## src/rtl/i2c_codec_target.sv

```systemverilog
`default_nettype none
// ============================================================================
// Module   : i2c_codec_target
// Brief    : Write-only I2C target for the codec control port. Decodes
//            {DEV_ADDR,W},{reg[6:0],d8},{d[7:0]} frames into write strobes.
// Revision : 1.0 - initial release
// ============================================================================
module i2c_codec_target #(
    parameter logic [6:0] DEV_ADDR = 7'h1A,
    parameter int         FILT_LEN = 3
) (
    input  logic       CLOCK31_5,
    input  logic       RESET,
    input  logic       I2C_SCLK,
    input  logic       I2C_SDAT_in,
    output logic       SDAT_oe,
    output logic       wr_valid,
    output logic [6:0] wr_addr,
    output logic [8:0] wr_data,
    output logic       busy,
    output logic [7:0] nack_cnt
);

    localparam logic [2:0] c_filt_max  = 3'(FILT_LEN - 1);
    localparam logic [7:0] c_addr_byte = {DEV_ADDR, 1'b0};

    localparam logic [2:0] S_IDLE     = 3'd0;
    localparam logic [2:0] S_ADDR     = 3'd1;
    localparam logic [2:0] S_ADDR_ACK = 3'd2;
    localparam logic [2:0] S_BYTE1    = 3'd3;
    localparam logic [2:0] S_ACK1     = 3'd4;
    localparam logic [2:0] S_BYTE2    = 3'd5;
    localparam logic [2:0] S_ACK2     = 3'd6;
    localparam logic [2:0] S_IGNORE   = 3'd7;

    // Bit 0 carries SCL, bit 1 carries SDA through the sync/filter path.
    logic [1:0] w_raw, w_filt, w_rise, w_fall;
    assign w_raw = {I2C_SDAT_in, I2C_SCLK};

    for (genvar gi = 0; gi < 2; gi++) begin : g_filt
        logic       r_s1, r_s2, r_lvl, r_lvl_d;
        logic [2:0] r_cnt;

        always_ff @(posedge CLOCK31_5 or posedge RESET) begin
            if (RESET) begin
                r_s1    <= 1'b1;
                r_s2    <= 1'b1;
                r_lvl   <= 1'b1;
                r_lvl_d <= 1'b1;
                r_cnt   <= 3'd0;
            end else begin
                r_s1    <= w_raw[gi];
                r_s2    <= r_s1;
                r_lvl_d <= r_lvl;
                if (r_s2 == r_lvl) begin
                    r_cnt <= 3'd0;
                end else if (r_cnt == c_filt_max) begin
                    r_lvl <= r_s2;
                    r_cnt <= 3'd0;
                end else begin
                    r_cnt <= r_cnt + 3'd1;
                end
            end
        end

        assign w_filt[gi] = r_lvl;
        assign w_rise[gi] = r_lvl & ~r_lvl_d;
        assign w_fall[gi] = ~r_lvl & r_lvl_d;
    end

    logic w_start, w_stop;
    assign w_start = w_fall[1] & w_filt[0];
    assign w_stop  = w_rise[1] & w_filt[0];

    logic [2:0] r_state, w_state_n;
    logic [2:0] r_bitcnt, w_bitcnt_n;
    logic       r_got8, w_got8_n;
    logic [7:0] r_shift, w_shift_n, w_shift_new;
    logic [6:0] r_reg, w_reg_n;
    logic       r_d8, w_d8_n;
    logic       r_oe, w_oe_n;
    logic       r_busy, w_busy_n;
    logic [7:0] r_nack, w_nack_n, w_nack_inc;
    logic       r_wr_valid, w_wr_valid_n;
    logic [6:0] r_wr_addr, w_wr_addr_n;
    logic [8:0] r_wr_data, w_wr_data_n;

    assign w_shift_new = {r_shift[6:0], w_filt[1]};
    assign w_nack_inc  = (r_nack == 8'hFF) ? r_nack : r_nack + 8'd1;

    always_comb begin
        w_state_n    = r_state;
        w_bitcnt_n   = r_bitcnt;
        w_got8_n     = r_got8;
        w_shift_n    = r_shift;
        w_reg_n      = r_reg;
        w_d8_n       = r_d8;
        w_oe_n       = r_oe;
        w_busy_n     = r_busy;
        w_nack_n     = r_nack;
        w_wr_valid_n = 1'b0;
        w_wr_addr_n  = r_wr_addr;
        w_wr_data_n  = r_wr_data;

        if (w_stop) begin
            w_state_n  = S_IDLE;
            w_busy_n   = 1'b0;
            w_oe_n     = 1'b0;
            w_bitcnt_n = 3'd0;
            w_got8_n   = 1'b0;
        end else if (w_start) begin
            w_state_n  = S_ADDR;
            w_busy_n   = 1'b1;
            w_oe_n     = 1'b0;
            w_bitcnt_n = 3'd0;
            w_got8_n   = 1'b0;
        end else begin
            case (r_state)
                S_ADDR, S_BYTE1, S_BYTE2, S_IGNORE: begin
                    if (w_scl_rise_sel(w_rise)) begin
                        if (r_got8) begin
                            // Ninth (ACK) clock of a byte we are not answering.
                            w_got8_n   = 1'b0;
                            w_bitcnt_n = 3'd0;
                        end else begin
                            w_shift_n  = w_shift_new;
                            w_bitcnt_n = r_bitcnt + 3'd1;
                            if (r_bitcnt == 3'd7) begin
                                w_got8_n = 1'b1;
                                if (r_state == S_ADDR && w_shift_new != c_addr_byte) begin
                                    w_state_n = S_IGNORE;
                                    w_nack_n  = w_nack_inc;
                                end else if (r_state == S_IGNORE) begin
                                    w_nack_n  = w_nack_inc;
                                end else if (r_state == S_BYTE1) begin
                                    w_reg_n = w_shift_new[7:1];
                                    w_d8_n  = w_shift_new[0];
                                end
                            end
                        end
                    end else if (w_fall[0] && r_got8 && r_state != S_IGNORE) begin
                        w_oe_n   = 1'b1;
                        w_got8_n = 1'b0;
                        w_state_n = (r_state == S_ADDR)  ? S_ADDR_ACK :
                                    (r_state == S_BYTE1) ? S_ACK1 : S_ACK2;
                    end
                end
                S_ADDR_ACK, S_ACK1, S_ACK2: begin
                    if (w_fall[0]) begin
                        w_oe_n     = 1'b0;
                        w_bitcnt_n = 3'd0;
                        w_state_n  = (r_state == S_ADDR_ACK) ? S_BYTE1 :
                                     (r_state == S_ACK1)     ? S_BYTE2 : S_IGNORE;
                        if (r_state == S_ACK2) begin
                            w_wr_valid_n = 1'b1;
                            w_wr_addr_n  = r_reg;
                            w_wr_data_n  = {r_d8, r_shift};
                        end
                    end
                end
                default: begin
                    w_state_n = S_IDLE;
                end
            endcase
        end
    end

    function automatic logic w_scl_rise_sel(input logic [1:0] rise);
        return rise[0];
    endfunction

    always_ff @(posedge CLOCK31_5 or posedge RESET) begin
        if (RESET) begin
            r_state    <= S_IDLE;
            r_bitcnt   <= 3'd0;
            r_got8     <= 1'b0;
            r_shift    <= 8'd0;
            r_reg      <= 7'd0;
            r_d8       <= 1'b0;
            r_oe       <= 1'b0;
            r_busy     <= 1'b0;
            r_nack     <= 8'd0;
            r_wr_valid <= 1'b0;
            r_wr_addr  <= 7'd0;
            r_wr_data  <= 9'd0;
        end else begin
            r_state    <= w_state_n;
            r_bitcnt   <= w_bitcnt_n;
            r_got8     <= w_got8_n;
            r_shift    <= w_shift_n;
            r_reg      <= w_reg_n;
            r_d8       <= w_d8_n;
            r_oe       <= w_oe_n;
            r_busy     <= w_busy_n;
            r_nack     <= w_nack_n;
            r_wr_valid <= w_wr_valid_n;
            r_wr_addr  <= w_wr_addr_n;
            r_wr_data  <= w_wr_data_n;
        end
    end

    assign SDAT_oe  = r_oe;
    assign wr_valid = r_wr_valid;
    assign wr_addr  = r_wr_addr;
    assign wr_data  = r_wr_data;
    assign busy     = r_busy;
    assign nack_cnt = r_nack;

endmodule
`default_nettype wire
```

## config.mk

```make
export PLATFORM = sky130hd
export DESIGN_NAME = i2c_codec_target
export DESIGN_NICKNAME = d
export VERILOG_FILES = /design/src/rtl/i2c_codec_target.sv
export SDC_FILE = /design/constraint.sdc
export NUM_CORES = 1
export LEC_CHECK = 0
export CORE_ASPECT_RATIO = 2
export CORE_UTILIZATION = 30
export CTS_CLUSTER_DIAMETER = 80
export DETAILED_ROUTE_END_ITERATION = 8
export REMOVE_ABC_BUFFERS = 1
export SYNTH_ARGS = -nofsm -noshare
export SYNTH_HDL_FRONTEND = slang
export SYNTH_SLANG_ARGS = --single-unit
```

## constraint.sdc

```tcl
create_clock -name CLOCK31_5 -period 2.7 [get_ports CLOCK31_5]
set_input_delay 0.27 -clock CLOCK31_5 [delete_from_list [all_inputs] [get_ports CLOCK31_5]]
set_output_delay 0.27 -clock CLOCK31_5 [all_outputs]
set_load 0.05 [all_outputs]
```

Word-level counts from Yosys, hierarchy flattened --
Index checks and enable logic that the tools add are counted.
Word-level totals: flip-flop bits (word level) 64, bits of input ports 4, output and inout bits 27, logic and storage cells 132
Cells by class: $add $sub $neg 4, eq/ne operators 23, multiplexer cells 46, bitwise gates (word level) 17, reduce and logical (&&, ||, !) cells 20
Operator list (number):
- two-way mux 3 bit | 19
- two-way mux 8 bit | 3
- inequality test 5 bit (second input constant) | 4
- two-way mux 1 bit | 19
- inequality test 4 bit (second input constant) | 4
- == test 3 bit (second input constant) | 5
- AND reduction 5 bit | 3
- == test 3 x 2 -> 1 bit (second input constant) | 4
- one-hot mux 3 bit (2 select lines) | 2
- inverter 1 bit | 11
- adder 3 x 1 -> 3 bit (second input constant) | 3
- AND reduction 9 bit | 1
- adder 8 x 1 -> 8 bit (second input constant) | 1
- == test 8 bit (second input constant) | 1
- inequality test 8 x 6 -> 1 bit (second input constant) | 1
- nonzero test 4 bit | 2
- AND reduction 7 bit | 1
- bitwise AND 1 bit | 6
- AND reduction 2 bit | 3
- two-way mux 2 bit | 2
- AND reduction 4 bit | 1
- nonzero test 2 bit | 2
- OR reduction 4 bit | 1
- == test 3 x 1 -> 1 bit (second input constant) | 1
- other kinds (7) | 10

Logic depth before layout (Yosys ltp) --
word-level depth 9, depth in mapped cells 7, mapped depth without buffers 7

Least setup slack after synthesis --
OpenSTA, ideal clock, no wires.
kind register to register, start register r_nack[0], in the netlist nack_cnt[0], end register r_nack[5], in the netlist nack_cnt[5], library setup time 82 ps, arrival time 1902 ps, required time 2618 ps, path slack 716 ps, cell stages (with the launch flop) 7, path buffers 0, period minus slack after synthesis 1984 ps, path through dfrtp_1 ha_1 and3_1 and3_1 a211o_2 nor3_2 xor2_1
Between the ends: cells in the longest elaborated chain, start to end 4, elaborated cells between the ends (all ways) 5, those cells by class add/sub: 1; eq/ne: 1; mux: 3
RTL lines:
- from (decl) | RTL line 83 | logic [7:0] r_nack, w_nack_n, w_nack_inc;
- from (signal assigned) | RTL line 195 | r_nack <= w_nack_n;
- adder 8 x 1 -> 8 bit / == test 8 bit (equally long branches) | RTL line 89 | assign w_nack_inc = (r_nack == 8'hFF) ? r_nack : r_nack + 8'd1;
- two-way mux 8 bit (*) | RTL line 89
- two-way mux 8 bit | RTL line 133 | end else if (r_state == S_IGNORE) begin
- two-way mux 8 bit (*) | RTL line 130 | if (r_state == S_ADDR && w_shift_new != c_addr_byte) begin
Every way passes the cells marked *; elsewhere a longest branch is shown, timed or not. The select of a mux whose other input is x is not followed. A chain may end at the register's enable or synchronous reset.

Final worst setup path --
start register r_bitcnt[0], end register r_reg[0]
Between the ends: cells in the longest elaborated chain, start to end 2
RTL lines:
- from (decl) | RTL line 76 | logic [2:0] r_bitcnt, w_bitcnt_n;
- from (signal assigned) | RTL line 188 | r_bitcnt <= w_bitcnt_n;
- == test 3 bit | RTL line 128 | if (r_bitcnt == 3'd7) begin
- AND reduction 9 bit (no line)
- to (signal assigned) | RTL line 191 | r_reg <= w_reg_n;
- to (decl) | RTL line 79 | logic [6:0] r_reg, w_reg_n;
Every way passes these cells.

==> impl_metrics.json <==
{
  "syn_area_um2": 2710,
  "crit_type": "flip-flop to flip-flop",
  "place_hpwl_mm": 3.77,
  "postCtsSetupRepairBufs": 0,
  "grt_antenna_before_repair": 0,
  "antenna_cells": 0,
  "drtIter0Drc": 82,
  "r2r_start": "r_bitcnt[0]",
  "routed_wl_mm": 5.29,
  "viasPerCell": 4.97,
  "fin_nets": 255,
  "ctsResizeCount": 0,
  "path_clk_slew_ps": 50,
  "clk_latency_ps": 320,
  "clock_skew_ps": 6.35,
  "io-pin-count": 31,
  "fin_crit_sh": 0.775,
  "seqCellArea_um2": 1610,
  "arrival_ps": 2300,
  "globalplace.congestion": 0.794,
  "synth_seq_cells": 64,
  "route.detailed.drc": 0,
  "finalSetupViolations": 0,
  "fp-row-count": 48,
  "cp-end-kind": "flip-flop",
  "die_w_um": 69.2,
  "ys_types": 40,
  "required_ps": 2910,
  "cap_violations": 0,
  "multi_input_area_um2": 1060,
  "grtUsageTotal": 0.127,
  "synthArstFlopShare": 1.00,
  "relSlewSlack": 0.664,
  "holdBufCountCts": 0,
  "reg2reg_depth": 6,
  "finalSetupTns_ps": 0,
  "synth_top_area_share": 0.517,
  "hold_path.class": "input port to async pin",
  "ant_nets": 0,
  "cts.sinks": 64,
  "p_leak_nw": 1.59,
  "final_util": 0.401,
  "synth_edf_count": 0,
  "root_buffer": "clkbuf_16",
  "peakVddDrop_mv": 0.448,
  "worst_pin_slew_ps": 503,
  "period_needed_ps": 2090,
  "grt_pass1_vias": 1924,
  "cts_made_buffers": 9,
  "area_growth_pct": 28.8,
  "grt_max_degree": 65,
  "synth_ff_type": "dfrtp_1",
  "synth_area_leader_cell": "dfrtp_1",
  "rsz0062_at_grt": "no",
  "num_vias": 1754,
  "p_per_area_nw_per_um2": 947,
  "htree_levels": 3,
  "fp.coreArea_um2": 8710,
  "ys_warn_count": 0,
  "clock_path_buffers": 2,
  "grt_pass1_wl_mm": 9.07,
  "drive_gt1_frac": 0.281,
  "largest_register_ffs": 9,
  "io_buffers": 30,
  "hold_violations": 0,
  "floorplan.die_area_um2": 9450,
  "fill_cells": 808,
  "wl_per_cell_um": 15.0,
  "reg2reg_to": "r_reg[0]",
  "outcome": "completed",
  "syn_area_per_cell_um2": 13.1,
  "ys_seq_area_frac": 0.594,
  "synthCells": 207,
  "clock.fmax_ghz": 0.478,
  "worstPathMaxFanout": 8,
  "r2r_setup_slack_ps": 610,
  "synth_area_leaders": "dfrtp_1, mux2_2, dfstp_2",
  "initial_core_util": 0.311,
  "first_pass_iters": 4,
  "critPathLaunchType": "flip-flop",
  "die_h_um": 136,
  "drv_slew": 0,
  "tritoncts": "built",
  "overflow": 0
}
[area by class of cell]
| class | count | area share |
|---|---|---|
| Clock buffer | 10 | 0.0655 |
| Inverter | 5 | 0.00537 |
| Timing Repair Buffer | 34 | 0.0981 |
| Sequential cell | 64 | 0.461 |
| Clock inverter | 6 | 0.0308 |
| Tap cell | 100 | 0.0358 |
| Multi-Input combinational cell | 134 | 0.303 |
[cell usage after synthesis, types with 5 or more instances]
cell,instances
nor2_1,12
a21oi_1,7
nand2_1,11
o21ai_0,5
xnor2_1,5
dfrtp_1,56
mux2_2,36
nor2b_1,7
dfstp_2,8
xor2_1,5
nand3_1,5
inv_1,5
[per-layer routing]
metal  GRT usage  vias to the layer above  wire length (um)
met2       0.227                       34              2960
met1       0.123                      888              1990
li1            -                      819                 -
met3      0.0282                       13               132
met5           0                        -                 0
met4       0.102                        0               210
[power by group]
part / internal, W / switching (W) / total [W]
Sequential: 0.00114 / 0.000206 / 0.00135
Combinational: 0.000296 / 0.000371 / 0.000667
Clock: 0.000897 / 0.000399 / 0.00130
[cells in the final DEF, fill, tap and decap left out, types with 2 or more instances in the layout]
| master | synthesis | layout |
|---|---|---|
| dfrtp_1 | 56 | 56 |
| mux2_2 | 36 | 36 |
| clkdlybuf4s50_1 | 0 | 30 |
| nor2_1 | 12 | 12 |
| nand2_1 | 11 | 11 |
| clkbuf_16 | 0 | 9 |
| dfstp_2 | 8 | 8 |
| nor2b_1 | 7 | 7 |
| a21oi_1 | 7 | 7 |
| xor2_1 | 5 | 5 |
| nand3_1 | 5 | 5 |
| o21ai_0 | 5 | 5 |
| xnor2_1 | 5 | 5 |
| nor3_1 | 4 | 4 |
| inv_1 | 5 | 4 |
| and3_1 | 4 | 4 |
| nand2b_1 | 3 | 3 |
| nand4_1 | 3 | 3 |
| ha_1 | 3 | 3 |
| bufinv_16 | 0 | 3 |
| buf_4 | 1 | 3 |
| nand3b_1 | 2 | 2 |
| a22o_1 | 2 | 2 |
| a31oi_1 | 2 | 2 |
| clkinv_2 | 0 | 2 |
[per-stage QoR]
stage               instance area, um^2  setup slack (ps)  power [W]  cells  hold slack (ps)
finish                             3490               608    0.00331    353              327
global route                       3490               515    0.00348    353              352
CTS                                3490               586    0.00335    353              339
detailed placement                 3160               592    0.00203    337              350
global placement                   3160               647    0.00202    337              348
floorplan                          2690               490    0.00181    203              274
[logic make-up after synthesis]
kind of cell	Yosys count	synth area share
xor gates and xnor gates	10	0.0323
muxes	36	0.149
adders and majority gates	3	0.0138
and+or+nand+nor	60	0.125
AOI/OAI and AO/OA	25	0.0701
buffers and inverters	9	0.0152
DFF	64	0.594
[critical path, cell delays in order (launching register included)]
cell and delay (ps):
dfrtp_1 350, ha_1 150, ha_1 140, nand3b_1 110
or3_1 450, nor3_4 370, mux2_2 390
[how the worst max path moves through the flow]
stage                    startpoint     endpoint  slack, ps
global route            r_bitcnt[1]     r_reg[3]        520
finish                  r_bitcnt[0]     r_reg[0]        610
detailed placement      r_bitcnt[0]     r_reg[0]        590
floorplan           g_filt[1].r_lvl   r_shift[0]        490
global placement         r_shift[5]  nack_cnt[1]        650
CTS                     r_bitcnt[0]     r_reg[5]        590
Note: power is estimated with default switching activity, not from simulation.
